### src/rtl/data_generator.sv
// AXI-Stream test-packet source: ID word, running-index payload, inverted ones'-complement checksum word.
// Optional bit0 error injection on ID/DATA/CS words is compiled in when DATA_GEN_ERR_INJ_EN is defined.
module data_generator #(
    parameter int unsigned                     PACKET_WORD_LEN_BITS = 8,
    parameter int unsigned                     PACKET_LEN_WORDS     = 8,
    parameter logic [PACKET_WORD_LEN_BITS-1:0] PACKET_ID            = PACKET_WORD_LEN_BITS'(8'hAE)
) (
    input  logic                            clk,
    input  logic                            rstn,
    input  logic                            enable,
    input  logic [31:0]                     pkt_num,
    input  logic [15:0]                     gap_len,
`ifdef DATA_GEN_ERR_INJ_EN
    input  logic                            err_inj_id,
    input  logic                            err_inj_data,
    input  logic                            err_inj_cs,
`endif
    output logic [PACKET_WORD_LEN_BITS-1:0] m_axis_tdata,
    output logic                            m_axis_tvalid,
    output logic                            m_axis_tlast,
    input  logic                            m_axis_tready,
    output logic                            busy,
    output logic                            done,
    output logic [31:0]                     PKT_CNT
);

    localparam int unsigned W     = PACKET_WORD_LEN_BITS;
    localparam int unsigned L     = PACKET_LEN_WORDS;
    localparam int unsigned IDX_W = $clog2(L) + 1;
    localparam logic [IDX_W-1:0] LAST_DATA_IDX = IDX_W'(L - 2);
    localparam int unsigned REQ_ID   = 2;
    localparam int unsigned REQ_DATA = 1;
    localparam int unsigned REQ_CS   = 0;

    typedef enum logic [2:0] {
        S_IDLE,
        S_ID,
        S_DATA,
        S_CS,
        S_GAP
    } state_t;

    state_t         state, state_n;
    logic [W-1:0]   tdata_n;
    logic           tvalid_n, tlast_n, busy_n, done_n;
    logic [31:0]    pkt_cnt_n;
    logic [W-1:0]   acc, acc_n, acc_add, cs_word, id_word;
    logic [W:0]     sum;
    logic [IDX_W-1:0] idx, idx_n;
    logic [31:0]    sent, sent_n, pkt_num_q, pkt_num_n;
    logic [15:0]    gap_len_q, gap_len_n, gap_cnt, gap_cnt_n;
    logic [2:0]     inj_pulse, req, req_n, req_eff;
    logic           xfer;

`ifdef DATA_GEN_ERR_INJ_EN
    assign inj_pulse = {err_inj_id, err_inj_data, err_inj_cs};
`else
    assign inj_pulse = 3'b000;
`endif

    assign xfer = m_axis_tvalid & m_axis_tready;

    // State and registered outputs
    always_ff @(posedge clk or negedge rstn) begin
        if (!rstn) begin
            state         <= S_IDLE;
            m_axis_tdata  <= '0;
            m_axis_tvalid <= 1'b0;
            m_axis_tlast  <= 1'b0;
            busy          <= 1'b0;
            done          <= 1'b0;
            PKT_CNT       <= '0;
            acc           <= '0;
            idx           <= '0;
            sent          <= '0;
            pkt_num_q     <= '0;
            gap_len_q     <= '0;
            gap_cnt       <= '0;
            req           <= '0;
        end else begin
            state         <= state_n;
            m_axis_tdata  <= tdata_n;
            m_axis_tvalid <= tvalid_n;
            m_axis_tlast  <= tlast_n;
            busy          <= busy_n;
            done          <= done_n;
            PKT_CNT       <= pkt_cnt_n;
            acc           <= acc_n;
            idx           <= idx_n;
            sent          <= sent_n;
            pkt_num_q     <= pkt_num_n;
            gap_len_q     <= gap_len_n;
            gap_cnt       <= gap_cnt_n;
            req           <= req_n;
        end
    end

    // Next-state, next-output and checksum datapath
    always_comb begin
        state_n   = state;
        tdata_n   = m_axis_tdata;
        tvalid_n  = m_axis_tvalid;
        tlast_n   = m_axis_tlast;
        done_n    = 1'b0;
        pkt_cnt_n = PKT_CNT;
        acc_n     = acc;
        idx_n     = idx;
        sent_n    = sent;
        pkt_num_n = pkt_num_q;
        gap_len_n = gap_len_q;
        gap_cnt_n = gap_cnt;
        req_eff   = req | inj_pulse;
        req_n     = req_eff;

        // End-around carry; the sum of two W-bit values plus carry never overflows again
        sum     = {1'b0, acc} + {1'b0, m_axis_tdata};
        acc_add = sum[W-1:0] + W'(sum[W]);
        cs_word = ~acc_add ^ W'(req_eff[REQ_CS]);
        id_word = PACKET_ID ^ W'(req_eff[REQ_ID]);

        unique case (state)
            S_IDLE: begin
                if (enable) begin
                    state_n       = S_ID;
                    tdata_n       = id_word;
                    tvalid_n      = 1'b1;
                    tlast_n       = 1'b0;
                    req_n[REQ_ID] = 1'b0;
                    pkt_num_n     = pkt_num;
                    gap_len_n     = gap_len;
                    sent_n        = '0;
                end
            end
            S_ID: begin
                if (xfer) begin
                    acc_n = acc_add;
                    if (L > 2) begin
                        state_n         = S_DATA;
                        idx_n           = IDX_W'(1);
                        tdata_n         = W'(req_eff[REQ_DATA]);
                        req_n[REQ_DATA] = 1'b0;
                    end else begin
                        state_n       = S_CS;
                        tdata_n       = cs_word;
                        tlast_n       = 1'b1;
                        req_n[REQ_CS] = 1'b0;
                    end
                end
            end
            S_DATA: begin
                if (xfer) begin
                    acc_n = acc_add;
                    if (idx == LAST_DATA_IDX) begin
                        state_n       = S_CS;
                        tdata_n       = cs_word;
                        tlast_n       = 1'b1;
                        req_n[REQ_CS] = 1'b0;
                    end else begin
                        // word index idx+1 carries value idx
                        idx_n   = idx + IDX_W'(1);
                        tdata_n = W'(idx);
                    end
                end
            end
            S_CS: begin
                if (xfer) begin
                    acc_n     = '0;
                    tlast_n   = 1'b0;
                    sent_n    = sent + 32'd1;
                    pkt_cnt_n = (PKT_CNT == 32'hFFFF_FFFF) ? PKT_CNT : PKT_CNT + 32'd1;
                    if ((pkt_num_q != 32'd0) && (sent_n == pkt_num_q)) begin
                        state_n  = S_IDLE;
                        tvalid_n = 1'b0;
                        done_n   = 1'b1;
                    end else if (!enable) begin
                        state_n  = S_IDLE;
                        tvalid_n = 1'b0;
                    end else if (gap_len_q == 16'd0) begin
                        state_n       = S_ID;
                        tdata_n       = id_word;
                        req_n[REQ_ID] = 1'b0;
                    end else begin
                        state_n   = S_GAP;
                        tvalid_n  = 1'b0;
                        gap_cnt_n = gap_len_q;
                    end
                end
            end
            S_GAP: begin
                if (gap_cnt <= 16'd1) begin
                    if (enable) begin
                        state_n       = S_ID;
                        tdata_n       = id_word;
                        tvalid_n      = 1'b1;
                        req_n[REQ_ID] = 1'b0;
                    end else begin
                        state_n = S_IDLE;
                    end
                end else begin
                    gap_cnt_n = gap_cnt - 16'd1;
                end
            end
            default: begin
                state_n  = S_IDLE;
                tvalid_n = 1'b0;
                tlast_n  = 1'b0;
            end
        endcase

        busy_n = (state_n != S_IDLE);
    end

endmodule
### config.mk
export PLATFORM = sky130hd
export DESIGN_NAME = data_generator
export DESIGN_NICKNAME = d
export VERILOG_FILES = /design/src/rtl/data_generator.sv
export SDC_FILE = /design/constraint.sdc
export NUM_CORES = 1
export LEC_CHECK = 0
export CAP_MARGIN = 20
export CORE_MARGIN = 2
export CORE_UTILIZATION = 64
export CTS_BUF_LIST = sky130_fd_sc_hd__clkbuf_4
export CTS_CLUSTER_DIAMETER = 150
export DETAILED_ROUTE_END_ITERATION = 8
export GPL_TIMING_DRIVEN = 0
export PLACE_DENSITY = 0.89
export SLEW_MARGIN = 30
export SYNTH_ARGS = -nofsm -noshare
export SYNTH_HDL_FRONTEND = slang
export SYNTH_SLANG_ARGS = --single-unit
### constraint.sdc
create_clock -name clk -period 7.88 [get_ports clk]
set_input_delay 1.576 -clock clk [delete_from_list [all_inputs] [get_ports clk]]
set_output_delay 1.576 -clock clk [all_outputs]
set_load 0.01 [all_outputs]
==> results.py <==
metrics = {
    "critical_path": {
        "slowest_stage": "nor2_1",
        "path_cells": "clkdlybuf4s50_1 > nand2_1 > nor2_1 > and4b_1 > nor2b_1 > nor2b_1 > nor2b_1 > nand3_1 > xnor2_1",
        "path_common_cell": "nor2b_1",
        "end_kind": "flop",
        "critPathMaxFanout": 10,
        "crit_required_ns": 8.36,
        "reg2reg_depth": 12,
        "cp.depth": 9,
        "worst-path-buf-inv": 1,
        "cp.arrival_ns": 4.57,
        "critPathMaxStageDelay_ns": 0.78,
        "critPathLaunchType": "input pin",
        "reg2reg_slack_ns": 3.87,
        "crit_family": "simple AND/OR/NAND/NOR gates",
        "path_class": "input pin to flop",
    },
    "cells_and_area": {
        "layout.nets": 1216,
        "multi_input_area_um2": 4770,
        "postLayoutCoreUtil": 0.760,
        "final_cell_mix": "211 x nand2_1, 155 x dfrtp_1, 93 x clkdlybuf4s50_1",
        "fillers": 1031,
        "area_delta_synth_final_pct": 16.9,
        "final-seq-area_um2": 3880,
        "antenna_cells": 0,
        "drive_gt1_frac": 0.0672,
        "layout_commonest_cell": "nand2_1",
        "fin_area_um2": 10500,
    },
    "synthesis": {
        "ys_types": 77,
        "netlist_instances": 1032,
        "synthesis.area_um2": 8960,
        "synth_ff_type": "dfrtp_1",
        "syn-num-nets": 1101,
        "yosys.area.top_type_share": 0.433,
        "synth-seq-area-share": 0.433,
        "avgSynthCellArea_um2": 8.68,
        "synth.largest_area_cell": "dfrtp_1",
        "synth-async-reset-ratio": 1.00,
        "synth_area_leaders": "dfrtp_1 43%, nand2_1 8.8%, xnor2_1 4.8%",
        "ys_ff_latch": 155,
        "synth_edf_count": 0,
        "yosysWarnings": 0,
    },
    "clocking": {
        "cts_hold_buf": 0,
        "clockRootBuffer": "clkbuf_4",
        "cts_setup_buffers": 0,
        "numCtsBuffers": 17,
        "cts_tree": "done",
        "ctsResizeCount": 0,
        "clkSlewWorstSetupHoldPaths_ns": 0.12,
        "clock_latency_ns": 0.59,
        "htree_levels": 4,
        "clock_path_buffers": 2,
        "cts_sinks": 155,
    },
    "grt": {
        "grt_use_total": 0.331,
        "grt_pass1_wl_um": 38800,
        "grt_max_degree": 84,
        "antenna_found_initial": 0,
        "overflow": 0,
        "grt_pass1_vias": 7891,
    },
    "sta": {
        "fin_skew_ns": 0.0239,
        "clock.fmax_mhz": 245,
        "period_share": 0.518,
        "holdWs_ns": 0.497,
        "rsz0062_at_grt": "false",
        "worst_pin_slew_ns": 1.01,
        "maxSlewHeadroom": 0.323,
        "setup_viol": 0,
        "final_hold_viol_count": 0,
        "min_period_ns": 4.09,
        "slew_viol_final": 0,
    },
    "pwr": {
        "p_leak_uw": 0.00452,
        "powerDensity_nw_per_um2": 289,
        "vdd_drop_max_v": 0.000214,
    },
    "placement": {
        "globalplace.congestion": 1.01,
        "dp_hpwl_um": 17100,
        "placed_area_um2": 10200,
        "io_buffer_count": 94,
    },
    "detailed_routing": {
        "drtAntennaViolNets": 0,
        "wire_per_inst_um": 17.6,
        "via_per_inst": 6.24,
        "drt_iter0_markers": 999,
        "wirelength_um": 23600,
        "vias": 8368,
        "firstDrtPassIters": 6,
        "drc": 0,
    },
    "die": {
        "die_area_um2": 15000,
        "die_h_um": 122,
        "io_pins": 96,
        "coreArea_um2": 13800,
        "start_util": 0.651,
        "rows": 43,
        "die_w_um": 122,
    },
    "hold_path": {
        "holdPathStages": 1,
        "hp-class": "flop to flop",
    },
    "status": {
        "status": "finished, final reports clean",
    },
    "flow_run": {
        "cap_violations": 0,
    },
}
[cell families (layout without fill, tap and decap cells)]
group / Yosys count / in the layout / share of synthesized area
AND/OR/NAND/NOR: 479 / 479 / 0.261
AO/OA/AOI/OAI: 217 / 217 / 0.159
flip-flops: 155 / 155 / 0.433
XOR/XNOR: 82 / 82 / 0.0801
buffers and inverters: 76 / 204 / 0.0352
adder cells (fa/ha/maj): 17 / 17 / 0.0246
multiplexers: 6 / 6 / 0.00712
[per-layer routing]
metal / routed length [um] / global-route usage / vias to the layer above
met2: 11300 / 0.528 / 417
met3: 1810 / 0.0683 / 61
met4: 718 / 0.124 / 0
met1: 9760 / 0.446 / 3968
li1: - / - / 3922
met5: 0 / 0 / -
[stage by stage]
step                power [uW]  std cells  setup TNS (ns)  worst slack [ns]
floorplan                 2060       1032               0              4.53
global placement          2410       1306         -125.66            -0.829
detailed placement        2480       1308               0              3.23
CTS                       3000       1340               0              3.85
global route              3230       1340               0              3.62
finish                    3020       1340               0              3.79
[Yosys cell counts (all sizes together) (8+ instances only)]
library cell / n
nor3: 24
nand4: 34
xnor2: 49
and4: 12
o221ai: 10
ha: 16
nor2: 65
o211ai: 8
and3: 11
a21oi: 38
nand3: 47
nor4: 25
inv: 19
o31ai: 10
nand2: 211
buf: 18
dfrtp: 155
nor2b: 8
a211oi: 8
clkbuf: 39
o21ai: 75
and2: 11
xor2: 33
[state kept, by name, indices dropped and copies added (netlist names), 3 cells and up]
| name | flops |
|---|---|
| state | 3 |
| acc | 8 |
| gap_len_q | 16 |
| m_axis_tdata | 8 |
| gap_cnt | 16 |
| PKT_CNT | 32 |
| sent | 32 |
| pkt_num_q | 32 |
| idx | 4 |
[cell type report]
class                   instances  area share
multi-input cells             801       0.456
well taps                     180      0.0215
flip-flops and latches        155       0.370
clock buffers                  20      0.0143
inverters                      19     0.00681
plain buffers                  57      0.0233
clock inverters                12      0.0142
repair buffers                 96      0.0937
[report_power, final]
| group | switching [uW] | total [uW] | internal (uW) |
|---|---|---|---|
| combinational | 724 | 1240 | 512 |
| sequential | 253 | 1270 | 1020 |
| clock | 289 | 517 | 228 |
| total | 1270 | 3020 | 1760 |
[worst paths after layout]
check,start,to
max reg2reg,sent[0],gap_cnt[6]
min reg2reg,PKT_CNT[8],PKT_CNT[8]
max in group asynchronous,rstn,PKT_CNT[29]
max,m_axis_tready,PKT_CNT[28]
min in group asynchronous,rstn,m_axis_tdata[5]
min,PKT_CNT[8],PKT_CNT[8]
No activity file was read; power rests on OpenSTA's default activity.
